--- src/rtl/cacheline_mem_arbiter.sv ---
// cacheline_mem_arbiter: shares one burst-memory port between icache and dcache line transfers.
// Index 0 is the icache requester, index 1 the dcache requester.
module cacheline_mem_arbiter #(
  parameter int ADDR_WIDTH = 32,
  parameter int BEAT_WIDTH = 64,
  parameter int BEATS      = 4
) (
  input  logic                          clk,
  input  logic                          rst,
  input  logic                          i_read,
  input  logic [ADDR_WIDTH-1:0]         i_addr,
  output logic [BEATS*BEAT_WIDTH-1:0]   i_rdata,
  output logic                          i_resp,
  input  logic                          d_read,
  input  logic                          d_write,
  input  logic [ADDR_WIDTH-1:0]         d_addr,
  input  logic [BEATS*BEAT_WIDTH-1:0]   d_wdata,
  output logic [BEATS*BEAT_WIDTH-1:0]   d_rdata,
  output logic                          d_resp,
  output logic [ADDR_WIDTH-1:0]         bmem_addr,
  output logic                          bmem_read,
  output logic                          bmem_write,
  output logic [BEAT_WIDTH-1:0]         bmem_wdata,
  input  logic                          bmem_ready,
  input  logic [ADDR_WIDTH-1:0]         bmem_raddr,
  input  logic [BEAT_WIDTH-1:0]         bmem_rdata,
  input  logic                          bmem_rvalid,
  output logic                          unexp_rvalid
);
  localparam int CW = $clog2(BEATS);
  localparam int LW = BEATS*BEAT_WIDTH;
  typedef enum logic [1:0] {IDLE, RD_ISSUE, WR_BEAT} state_t;
  state_t state;
  logic [1:0] pend, hit, done, req, elig;
  logic [ADDR_WIDTH-1:0] cap [2];
  logic [CW-1:0] cnt [2];
  logic [LW-1:0] lbuf [2];
  logic [LW-1:0] line [2];
  logic [CW-1:0] beat, nbeat;
  logic [ADDR_WIDTH-1:0] waddr;
  logic sel, ptr, win, wr, share, wr_resp;
  genvar r;
  generate
    for (r = 0; r < 2; r++) begin : g_rd
      assign hit[r]  = bmem_rvalid && pend[r] && cap[r] == bmem_raddr;
      assign done[r] = hit[r] && cnt[r] == CW'(BEATS-1);
      assign line[r] = done[r] ? {bmem_rdata, lbuf[r][LW-BEAT_WIDTH-1:0]} : lbuf[r];
    end
  endgenerate
  assign i_rdata = line[0];
  assign d_rdata = line[1];
  assign i_resp  = done[0];
  assign d_resp  = done[1] | wr_resp;
  // ptr set means the dcache has priority on the next tie
  always_comb begin
    req   = {d_read | d_write, i_read};
    elig  = req & ~pend & ~done & {~wr_resp, 1'b1};
    win   = elig[1] && (ptr || !elig[0]);
    waddr = win ? d_addr : i_addr;
    wr    = win && d_write;
    nbeat = beat + 1'b1;
    share = !wr && pend[!win] && !done[!win] && cap[!win] == waddr;
  end
  always_ff @(posedge clk or posedge rst) begin
    if (rst) begin
      state      <= IDLE;
      pend       <= '0;
      cap[0]     <= '0;
      cap[1]     <= '0;
      sel        <= 1'b0;
      ptr        <= 1'b1;
      beat       <= '0;
      wr_resp    <= 1'b0;
      bmem_addr  <= '0;
      bmem_read  <= 1'b0;
      bmem_write <= 1'b0;
      bmem_wdata <= '0;
    end else begin
      wr_resp <= 1'b0;
      pend    <= pend & ~done;
      case (state)
        IDLE: if (|elig) begin
          ptr      <= !win;
          sel      <= win;
          cap[win] <= waddr;
          if (wr) begin
            bmem_write <= 1'b1;
            bmem_addr  <= d_addr;
            bmem_wdata <= d_wdata[BEAT_WIDTH-1:0];
            beat       <= '0;
            state      <= WR_BEAT;
          end else if (share) begin
            pend[win] <= 1'b1;
          end else begin
            bmem_read <= 1'b1;
            bmem_addr <= waddr;
            state     <= RD_ISSUE;
          end
        end
        RD_ISSUE: if (bmem_ready) begin
          bmem_read <= 1'b0;
          pend[sel] <= 1'b1;
          state     <= IDLE;
        end
        WR_BEAT: if (bmem_ready) begin
          if (beat == CW'(BEATS-1)) begin
            bmem_write <= 1'b0;
            wr_resp    <= 1'b1;
            state      <= IDLE;
          end else begin
            beat       <= nbeat;
            bmem_wdata <= d_wdata[nbeat*BEAT_WIDTH +: BEAT_WIDTH];
          end
        end
        default: state <= IDLE;
      endcase
    end
  end
  // every pending reader whose address matches takes the beat, so shared reads fill together
  always_ff @(posedge clk or posedge rst) begin
    if (rst) begin
      for (int k = 0; k < 2; k++) begin
        cnt[k]  <= '0;
        lbuf[k] <= '0;
      end
      unexp_rvalid <= 1'b0;
    end else begin
      for (int k = 0; k < 2; k++)
        if (hit[k]) begin
          lbuf[k][cnt[k]*BEAT_WIDTH +: BEAT_WIDTH] <= bmem_rdata;
          cnt[k] <= cnt[k] + 1'b1;
        end
      if (bmem_rvalid && !(|hit)) unexp_rvalid <= 1'b1;
    end
  end
endmodule

--- config.mk ---
export PLATFORM = sky130hd
export DESIGN_NAME = cacheline_mem_arbiter
export DESIGN_NICKNAME = d
export VERILOG_FILES = /design/src/rtl/cacheline_mem_arbiter.sv
export SDC_FILE = /design/constraint.sdc
export NUM_CORES = 1
export LEC_CHECK = 0
export BUFFER_PORTS_ARGS = -buffer_cell sky130_fd_sc_hd__buf_2
export CORE_AREA = 10 10 399 401
export CTS_CLUSTER_SIZE = 24
export DETAILED_ROUTE_END_ITERATION = 6
export DIE_AREA = 0 0 409 411
export GPL_TIMING_DRIVEN = 0
export PLACE_DENSITY = 0.42
export SYNTH_ARGS = -nofsm -noshare
export SYNTH_HDL_FRONTEND = slang
export SYNTH_SLANG_ARGS = --single-unit
--- constraint.sdc ---
create_clock -name clk -period 44.7 [get_ports clk]
set_input_delay 4.47 -clock clk [delete_from_list [all_inputs] [get_ports clk]]
set_output_delay 4.47 -clock clk [all_outputs]
set_load 0.005 [all_outputs]
---- Yosys cells after proc, flatten, opt, wreduce, memory -nomap -nowiden ----
Cells that the tools add are included.
word-level totals
  register bits ........................... 688
  latch bits .............................. 0
  bits in writable memories ............... 0
  memory bits (read-only) ................. 0
  output and inout bits ................... 613
  word-level logic and storage cells ...... 154
  memories kept ........................... 0
cells by class
  add/sub/neg operators ................... 5
  multiply operators ...................... 0
  divide/modulo/power cells ............... 0
  $lt $le $gt $ge ......................... 8
  eq/ne operators ......................... 18
  shifts and indexed selects .............. 5
  multiplexer cells ....................... 56
  bitwise logic cells ..................... 13
  reductions and logical operators ........ 32
operators with widths
  cell                                                                          number
  256-bit bitwise mux                                                           2
  256-bit 2-to-1 mux                                                            2
  64-bit by 34-bit variable shift with 256-bit output, first input constant     2
  64-bit by 34-bit indexed part select with 256-bit output                      2
  64-bit 2-to-1 mux                                                             4
  256-bit by 9-bit indexed part select with 64-bit output                       1
  32-bit 2-to-1 mux                                                             7
  64-bit case mux with 2 select lines                                           1
  32-bit equality test                                                          3
  8-bit negator with 34-bit output                                              2
  64-bit bitwise mux                                                            1
  32-bit demux with 1-bit select                                                1
  2-bit 2-to-1 mux                                                              14
  5-bit AND reduction                                                           4
  2-bit inequality test, second input constant                                  9
  1-bit 2-to-1 mux                                                              17
  1-bit logical AND                                                             15
  2-bit bitwise AND                                                             4
  2-bit equality test, second input constant                                    4
  2-bit case mux with 2 select lines                                            2
  2-bit by 1-bit adder with 2-bit output, second input constant                 3
  1-bit by 2-bit less-than comparator with 1-bit output, second input constant  3
  2-bit case mux with 3 select lines                                            1
  1-bit zero test                                                               5
  other kinds (18)                                                              28

---- Longest topological paths before layout ----
Gate-level depths: netlist of run 1.
  depth in word-level cells ............... 20
  gate-level depth with buffers ........... 10
  mapped depth without buffers ............ 7

---- Worst setup path before layout of run 1 ----
No wires, ideal clock.
  path kind ............................... input -> output
  start ................................... in bmem_raddr[20]
  end ..................................... out i_rdata[205]
  data arrival time ....................... 6.365 ns
  required time ........................... 40.230 ns
  setup slack ............................. 33.865 ns
  stages on the path ...................... 9
  path through ............................ xnor2_1 > nand2_1 > or4b_1 > nor4_4 > nand2_1 > clkbuf_1 > clkbuf_1 > nand2_1 > nand2_1
between the ends
  word-level cells in the longest chain between the ends .. 4
ends and longest elaborated chain
  item                  RTL line  text
  start: declaration    25        input logic [ADDR_WIDTH-1:0] bmem_raddr,
  32-bit equality test  45        assign hit[r] = bmem_rvalid && pend[r] && cap[r] == bmem_raddr;
  1-bit logical AND     45
  1-bit logical AND     46        assign done[r] = hit[r] && cnt[r] == CW'(BEATS-1);
  256-bit 2-to-1 mux    47        assign line[r] = done[r] ? {bmem_rdata, lbuf[r][LW-BEAT_WIDTH-1:0]} : lbuf[r];
  end: declaration      12        output logic [BEATS*BEAT_WIDTH-1:0] i_rdata,
Every way passes these cells.

---- Final worst setup path of run 1 ----
  start ................................... in bmem_raddr[20]
  end ..................................... out i_rdata[244]
The elaborated chain is that of the path after synthesis.

==> results of run 1 <==
-- state kept, by name, summed over array words and instances, names as in the netlist --
signal and flops:
beat 2, bmem_addr 32, bmem_read 1, bmem_wdata 64
bmem_write 1, cap 64, cnt 4, lbuf 512
pend 2, ptr 1, sel 1, state 2
unexp_rvalid 1, wr_resp 1
-- through the flow --
stage	cells	utilization, %	setup slack [ns]	hold slack [ns]	area [um^2]
final	7249	30.37	32.14	0.4529	45920
after global routing	7241	30.36	31.87	0.4710	45900
after CTS	7234	30.35	31.98	0.4563	45880
after detailed placement	7072	28.33	31.98	0.4437	42830
after global placement	7062	28.17	9.872	0.4365	42590
after floorplan	4061	-	20.94	0.4325	35190
-- worst min path at each step --
| stage | end | slack, ns | cells after the start |
|---|---|---|---|
| 3_5_place_dp | unexp_rvalid$_DFFE_PP0P_ | 0.44 | 1 |
| 4_1_cts | unexp_rvalid$_DFFE_PP0P_ | 0.46 | 1 |
| 2_1_floorplan | lbuf[195]$_DFFE_PP0P_ | 0.43 | 2 |
| 3_3_place_gp | unexp_rvalid$_DFFE_PP0P_ | 0.44 | 1 |
| 5_1_grt | unexp_rvalid$_DFFE_PP0P_ | 0.47 | 1 |
| 6_report | unexp_rvalid$_DFFE_PP0P_ | 0.45 | 1 |
-- layer usage --
layer / vias up / part of all wire [%] / track usage (%)
met2: 1154 / 51 / 39.06
met4: 56 / 2.6 / 5.287
met3: 292 / 7.2 / 6.412
li1: 14910 / - / -
met5: - / 0.18 / 0
met1: 15840 / 39 / 24.93
-- power by group through the flow --
stage	clock network, W	registers (W)	logic, W
floorplan	0	0.000767	0.000299
global placement	0	0.000778	0.000509
CTS	0.000773	0.000768	0.000515
finish	0.000752	0.000768	0.000509
global route	0.000794	0.000778	0.000549
detailed placement	0	0.000777	0.000512
-- layout make-up --
class,instances,area (um^2)
Sequential cell,688,17220
Multi-Input combinational cell,2663,13710
Clock inverter,33,460.4
Fill cell,16470,105300
Timing Repair Buffer,981,5074
Inverter,25,101.3
Clock buffer,129,2587
Tap cell,2030,2540
Buffer,685,4192
Antenna cell,15,37.54
-- synthesized netlist by cell type, drive strengths merged (4+ instances only) --
cell    instances  area [um^2]
a21oi          69        345.3
nor3            7        40.04
xnor2          28        245.2
buf           488         3440
mux2          217         2549
nand4          15        100.1
o21ai         466         2332
dfrtp         687        17190
nand2b          4        25.02
a22o            6        52.55
nand2        1527         5732
nor2b           4        25.02
or4             4        30.03
clkbuf        197        739.5
nor3b           6        45.04
ha             12        150.1
nand3           6        30.03
nor4           29        242.7
xor2           90        788.3
o22ai          67        419.2
nor2           82        307.8
inv            25        93.84
-- cells in the final DEF, fill, tap and decap left out, drive strengths merged, types with 4 or more instances in the layout --
| master | synthesis | routed |
|---|---|---|
| nand4 | 15 | 15 |
| a21oi | 69 | 69 |
| nand2 | 1527 | 1527 |
| ha | 12 | 12 |
| dfrtp | 687 | 687 |
| nor2b | 4 | 4 |
| mux2 | 217 | 217 |
| buf | 488 | 1469 |
| nor3b | 6 | 6 |
| diode | 0 | 15 |
| a22o | 6 | 6 |
| nor2 | 82 | 82 |
| nand3 | 6 | 6 |
| o22ai | 67 | 67 |
| or4 | 4 | 4 |
| inv | 25 | 27 |
| nor4 | 29 | 29 |
| bufinv | 0 | 5 |
| o21ai | 466 | 466 |
| xnor2 | 28 | 28 |
| clkbuf | 197 | 326 |
| clkinv | 0 | 26 |
| nand2b | 4 | 4 |
| nor3 | 7 | 7 |
| xor2 | 90 | 90 |
-- logic make-up after synthesis --
family          count (synthesis)  synth area share, %
flops                         688                48.93
buf+inv                       710                12.14
compound gates                626                9.466
simple gates                 1689                18.82
fa+ha+maj                      12               0.4267
xor+xnor                      118                2.937
mux                           218                7.272
-- worst max-delay path, delay by kind of cell --
kind          cells  cell delay [ns]
buf+inv           4             1.27
simple gates      6             2.19
xor+xnor          1             0.14
==> flow_metrics.py, run 1 <==
metrics = {
    "worst_setup_path": {
        "startpoint_type": "input port",
        "r2r_cells": 8,
        "crit_path_start": "bmem_raddr[20]",
        "arrival_ns": 8.09,
        "path_cells": "buf_2 > xnor2_1 > nand2_1 > or4b_1 > nor4_4 > nand2_1 > clkbuf_2 > clkbuf_1 > nand2_1 > nand2_1 > buf_2",
        "r2r_setup_slack_ns": 40.43,
        "worst_ep_required_time_ns": 40.23,
        "crit_path_end": "i_rdata[244]",
        "r2r_end": "bmem_wdata[58]$_DFFE_PP0P_",
        "cpMostUsedCell": "nand2_1",
        "endpoint_kind": "output port",
        "crit_type": "in2out",
        "r2r-start": "beat[0]$_DFFE_PP0P_",
        "slowest_delay_ns": 0.80,
        "crit_fanout": 10,
        "cp_slowest_cell": "nor4_4",
    },
    "clocking": {
        "htreeDepth": 3,
        "ctsHoldBuffers": 0,
        "cts_tree": "yes",
        "path_clk_slew_ns": 0.06,
        "cts_buffers": 89,
        "cts_resized": 0,
        "cts.sinks": 688,
        "cts_root_buf": "clkbuf_16",
        "cts_max_path_buffers": 3,
        "clock_latency_ns": 0.72,
        "cts_setup_buffers": 0,
    },
    "power": {
        "p_int_w": 0.001366,
        "combPwrFrac_pct": 25.1,
        "finalPower_w": 0.002029,
        "switchingPower_w": 0.0006627,
        "p_leak_nw": 23.42,
        "clockPowerShare_pct": 37.1,
        "seqPwrFrac_pct": 37.8,
        "peakVddDrop_mv": 0.02695,
        "switching_share_pct": 32.66,
        "p_per_area_mw_per_mm2": 44.19,
    },
    "route": {
        "drt_iter0_markers": 2013,
        "routed_wl_um": 190200,
        "via_count": 32250,
        "first_pass_iters": 6,
        "antenna_left": 0,
        "wl_per_cell_um": 26.24,
        "drc": 0,
        "viasPerCell": 4.448,
    },
    "floorplanning": {
        "initial_core_util_pct": 23.27,
        "die_y_um": 411,
        "rows": 143,
        "coreArea_mm2": 0.1512,
        "die_w_um": 409,
        "dieArea_mm2": 0.1681,
        "ioPinCount": 1036,
    },
    "sta": {
        "finalCritPeriodShare_pct": 28.09,
        "rsz0062_at_grt": "false",
        "skew_ns": 0.05395,
        "worst_slew_pin_slew_ns": 1.420,
        "hold_viol_final": 0,
        "setup_tns_ns": 0,
        "fin_crit_ns": 12.56,
        "setup_viol_count_final": 0,
        "drv_slew": 0,
        "slew_headroom_pct": 5.342,
        "fmax_mhz": 79.63,
    },
    "placement": {
        "place.gp.congestion": 0.9081,
        "hpwl_um": 150600,
        "io_buffers": 971,
    },
    "synthesis": {
        "synth.distinct_cells": 52,
        "synth.net_count": 4496,
        "syn_area_mm2": 0.03519,
        "yosys_warnings": 0,
        "ys.flop_type": "dfrtp_1",
        "avgSynthCellArea_um2": 8.665,
        "async_flop_share_pct": 100.0,
        "synth_edf_count": 0,
        "seq_area_frac_synth_pct": 48.93,
        "ys_seq_elements": 688,
        "synthCells": 4061,
    },
    "worst_hold_path": {
        "hold_class": "reg2reg",
        "min_from": "unexp_rvalid$_DFFE_PP0P_",
    },
    "finish": {
        "drive_above_1_share_pct": 35.34,
        "syn_to_final_growth_pct": 30.50,
        "fin_nets": 5568,
    },
    "global_routing": {
        "grt_pass1_wl_um": 263200,
        "grt_antenna_before_repair": 78,
        "grt-ovfl-total": 0,
        "grt_use_total_pct": 21.65,
        "grt_max_degree": 112,
        "first_global_vias": 33330,
    },
    "flow_run": {
        "max_cap_violations": 0,
    },
    "status": {
        "status": "finished clean",
    },
}
Power figures use the tool's default switching activity.
==> run 2, diff against run 1 <==
--- a/config.mk
+++ b/config.mk
@@ -6,12 +6,12 @@
 export NUM_CORES = 1
 export LEC_CHECK = 0
 export BUFFER_PORTS_ARGS = -buffer_cell sky130_fd_sc_hd__buf_2
-export CORE_AREA = 10 10 399 401
+export CORE_AREA = 10 10 390 392
 export CTS_CLUSTER_SIZE = 24
 export DETAILED_ROUTE_END_ITERATION = 6
-export DIE_AREA = 0 0 409 411
+export DIE_AREA = 0 0 400 402
 export GPL_TIMING_DRIVEN = 0
-export PLACE_DENSITY = 0.42
+export PLACE_DENSITY = 0.44
 export SYNTH_ARGS = -nofsm -noshare
 export SYNTH_HDL_FRONTEND = slang
 export SYNTH_SLANG_ARGS = --single-unit
==> constraint.sdc (replaced) <==
create_clock -name clk -period 12.9 [get_ports clk]
set_input_delay 1.29 -clock clk [delete_from_list [all_inputs] [get_ports clk]]
set_output_delay 1.29 -clock clk [all_outputs]
set_load 0.005 [all_outputs]
==> flow_metrics.py, run 2 (same netlist as run 1, synthesis figures left out) <==
metrics = {
    "power": {
        "peakVddDrop_mv": 0.1014,
        "p_per_area_mw_per_mm2": 152.0,
        "p_leak_nw": 23.50,
    },
    "route": {
        "first_pass_iters": 5,
        "via_count": 32150,
        "wl_per_cell_um": 25.86,
        "antenna_left": 0,
        "viasPerCell": 4.493,
        "routed_wl_um": 185000,
        "drc": 0,
        "drt_iter0_markers": 2113,
    },
    "global_routing": {
        "grt_pass1_wl_um": 255500,
        "grt_antenna_before_repair": 75,
        "grt_use_total_pct": 22.06,
        "first_global_vias": 32870,
        "grt_max_degree": 40,
        "grt-ovfl-total": 0,
    },
    "sta": {
        "hold_viol_final": 0,
        "slew_headroom_pct": 13.32,
        "hold_slack_ns": 0.4547,
        "skew_ns": 0.05419,
        "rsz0062_at_grt": "false",
        "fmax_mhz": 156.9,
        "drv_slew": 0,
        "worst_slew_pin_slew_ns": 1.300,
        "setup_viol_count_final": 0,
        "fin_crit_ns": 6.376,
        "setup_tns_ns": 0,
        "postLayoutSetupSlackWorst_ns": 6.525,
        "finalCritPeriodShare_pct": 49.42,
    },
    "finish": {
        "fin_nets": 5582,
        "top_register": "lbuf",
        "layout_common_cells": "nand2_1, buf_2, dfrtp_1",
        "syn_to_final_growth_pct": 30.72,
        "drive_above_1_share_pct": 35.42,
        "largestRegisters": "lbuf: 512 flops, bmem_wdata: 64 flops, cap: 64 flops",
        "final_common_cell": "nand2_1",
        "largest_register_ffs": 512,
        "stdcell_count": 7155,
        "fillers": 15720,
    },
    "worst_setup_path": {
        "slowest_delay_ns": 0.78,
        "worst_ep_required_time_ns": 11.61,
        "cpMostUsedCell": "nand2_1",
        "crit_path_start": "bmem_raddr[23]",
        "cp_slowest_cell": "nor4_4",
        "r2r-start": "cap[14]$_DFFE_PP0P_",
        "crit_type": "in2out",
        "crit_path_end": "i_rdata[241]",
        "crit_fanout": 10,
        "r2r_setup_slack_ns": 8.83,
        "r2r_cells": 10,
        "endpoint_kind": "output port",
        "startpoint_type": "input port",
        "r2r_end": "lbuf[17]$_DFFE_PP0P_",
        "arrival_ns": 5.09,
        "path_cells": "buf_2 > xnor2_1 > nand2_1 > or4b_1 > nor4_4 > nand2_1 > clkbuf_1 > clkbuf_1 > nand2_1 > nand2_1 > buf_2",
    },
    "floorplanning": {
        "die_w_um": 400,
        "die_y_um": 402,
        "coreArea_mm2": 0.1445,
        "ioPinCount": 1036,
        "dieArea_mm2": 0.1608,
        "initial_core_util_pct": 24.35,
        "rows": 140,
    },
    "clocking": {
        "cts_root_buf": "clkbuf_16",
        "path_clk_slew_ns": 0.06,
        "ctsHoldBuffers": 0,
        "clock_latency_ns": 0.71,
        "cts_max_path_buffers": 3,
        "htreeDepth": 3,
        "cts.sinks": 688,
        "cts_tree": "yes",
        "cts_setup_buffers": 0,
        "cts_resized": 0,
        "cts_buffers": 86,
    },
    "placement": {
        "place_worst_setup_slack_ns": 6.286,
        "hpwl_um": 147600,
        "io_buffers": 971,
        "dpl.cell_count": 6976,
        "place.gp.congestion": 0.9139,
    },
    "status": {
        "status": "finished clean",
    },
    "flow_run": {
        "max_cap_violations": 0,
    },
    "worst_hold_path": {
        "hold_class": "reg2reg",
    },
}
[run 2: metrics by stage]
| stage | util [%] | area [um^2] | power [W] |
|---|---|---|---|
| 4_1_cts | 31.79 | 45940 | 0.007065 |
| 5_1_grt | 31.80 | 45960 | 0.007314 |
| 3_5_place_dp | 29.73 | 42970 | 0.004465 |
| 3_3_place_gp | 29.37 | 42450 | 0.004448 |
| 6_report | 31.83 | 46000 | 0.006990 |
| 2_1_floorplan | - | 35190 | 0.003695 |
[run 2: routing by layer]
layer,part of all wire [%],GRT usage [%],vias up
met5,0.24,0,-
met4,3.1,6.388,66
met3,7.7,6.343,306
met2,50,38.83,1086
met1,39,25.78,15750
li1,-,-,14940
[run 2: area by class of cell]
| type | instances | area (um^2) | share of cell area (%) |
|---|---|---|---|
| flip-flops and latches | 688 | 17220 | 37.43 |
| clock buffers | 127 | 2516 | 5.470 |
| diodes | 24 | 60.06 | 0.1306 |
| repair buffers | 998 | 5351 | 11.63 |
| clock inverters | 28 | 455.4 | 0.9901 |
| plain buffers | 685 | 4190 | 9.110 |
| well taps | 1917 | 2399 | 5.214 |
| multi-input cells | 2663 | 13710 | 29.81 |
| inverters | 25 | 97.59 | 0.2122 |
[run 2: worst min path at each step]
stage                                     endpoint  slack (ns)  cells past startpoint                      from
final                     unexp_rvalid$_DFFE_PP0P_        0.45                      1  unexp_rvalid$_DFFE_PP0P_
after global placement    unexp_rvalid$_DFFE_PP0P_        0.44                      1  unexp_rvalid$_DFFE_PP0P_
after global routing         lbuf[240]$_DFFE_PP0P_        0.48                      2     lbuf[240]$_DFFE_PP0P_
after floorplan              lbuf[195]$_DFFE_PP0P_        0.43                      2     lbuf[195]$_DFFE_PP0P_
after CTS                 unexp_rvalid$_DFFE_PP0P_        0.46                      1  unexp_rvalid$_DFFE_PP0P_
after detailed placement  unexp_rvalid$_DFFE_PP0P_        0.44                      1  unexp_rvalid$_DFFE_PP0P_
[run 2: worst max-delay path, delay by kind of cell]
| kind | cells | cell delay [ns] |
|---|---|---|
| buffers and inverters | 4 | 1.34 |
| xor gates and xnor gates | 1 | 0.16 |
| and+or+nand+nor | 6 | 2.26 |
[run 2: where the power goes]
part | internal, W | leakage, nW | total, W | switching, W
Clock | 0.00150 | 1.45 | 0.00257 | 0.00106
Sequential | 0.00243 | 9.21 | 0.00266 | 0.000222
Combinational | 0.000798 | 12.8 | 0.00177 | 0.000970
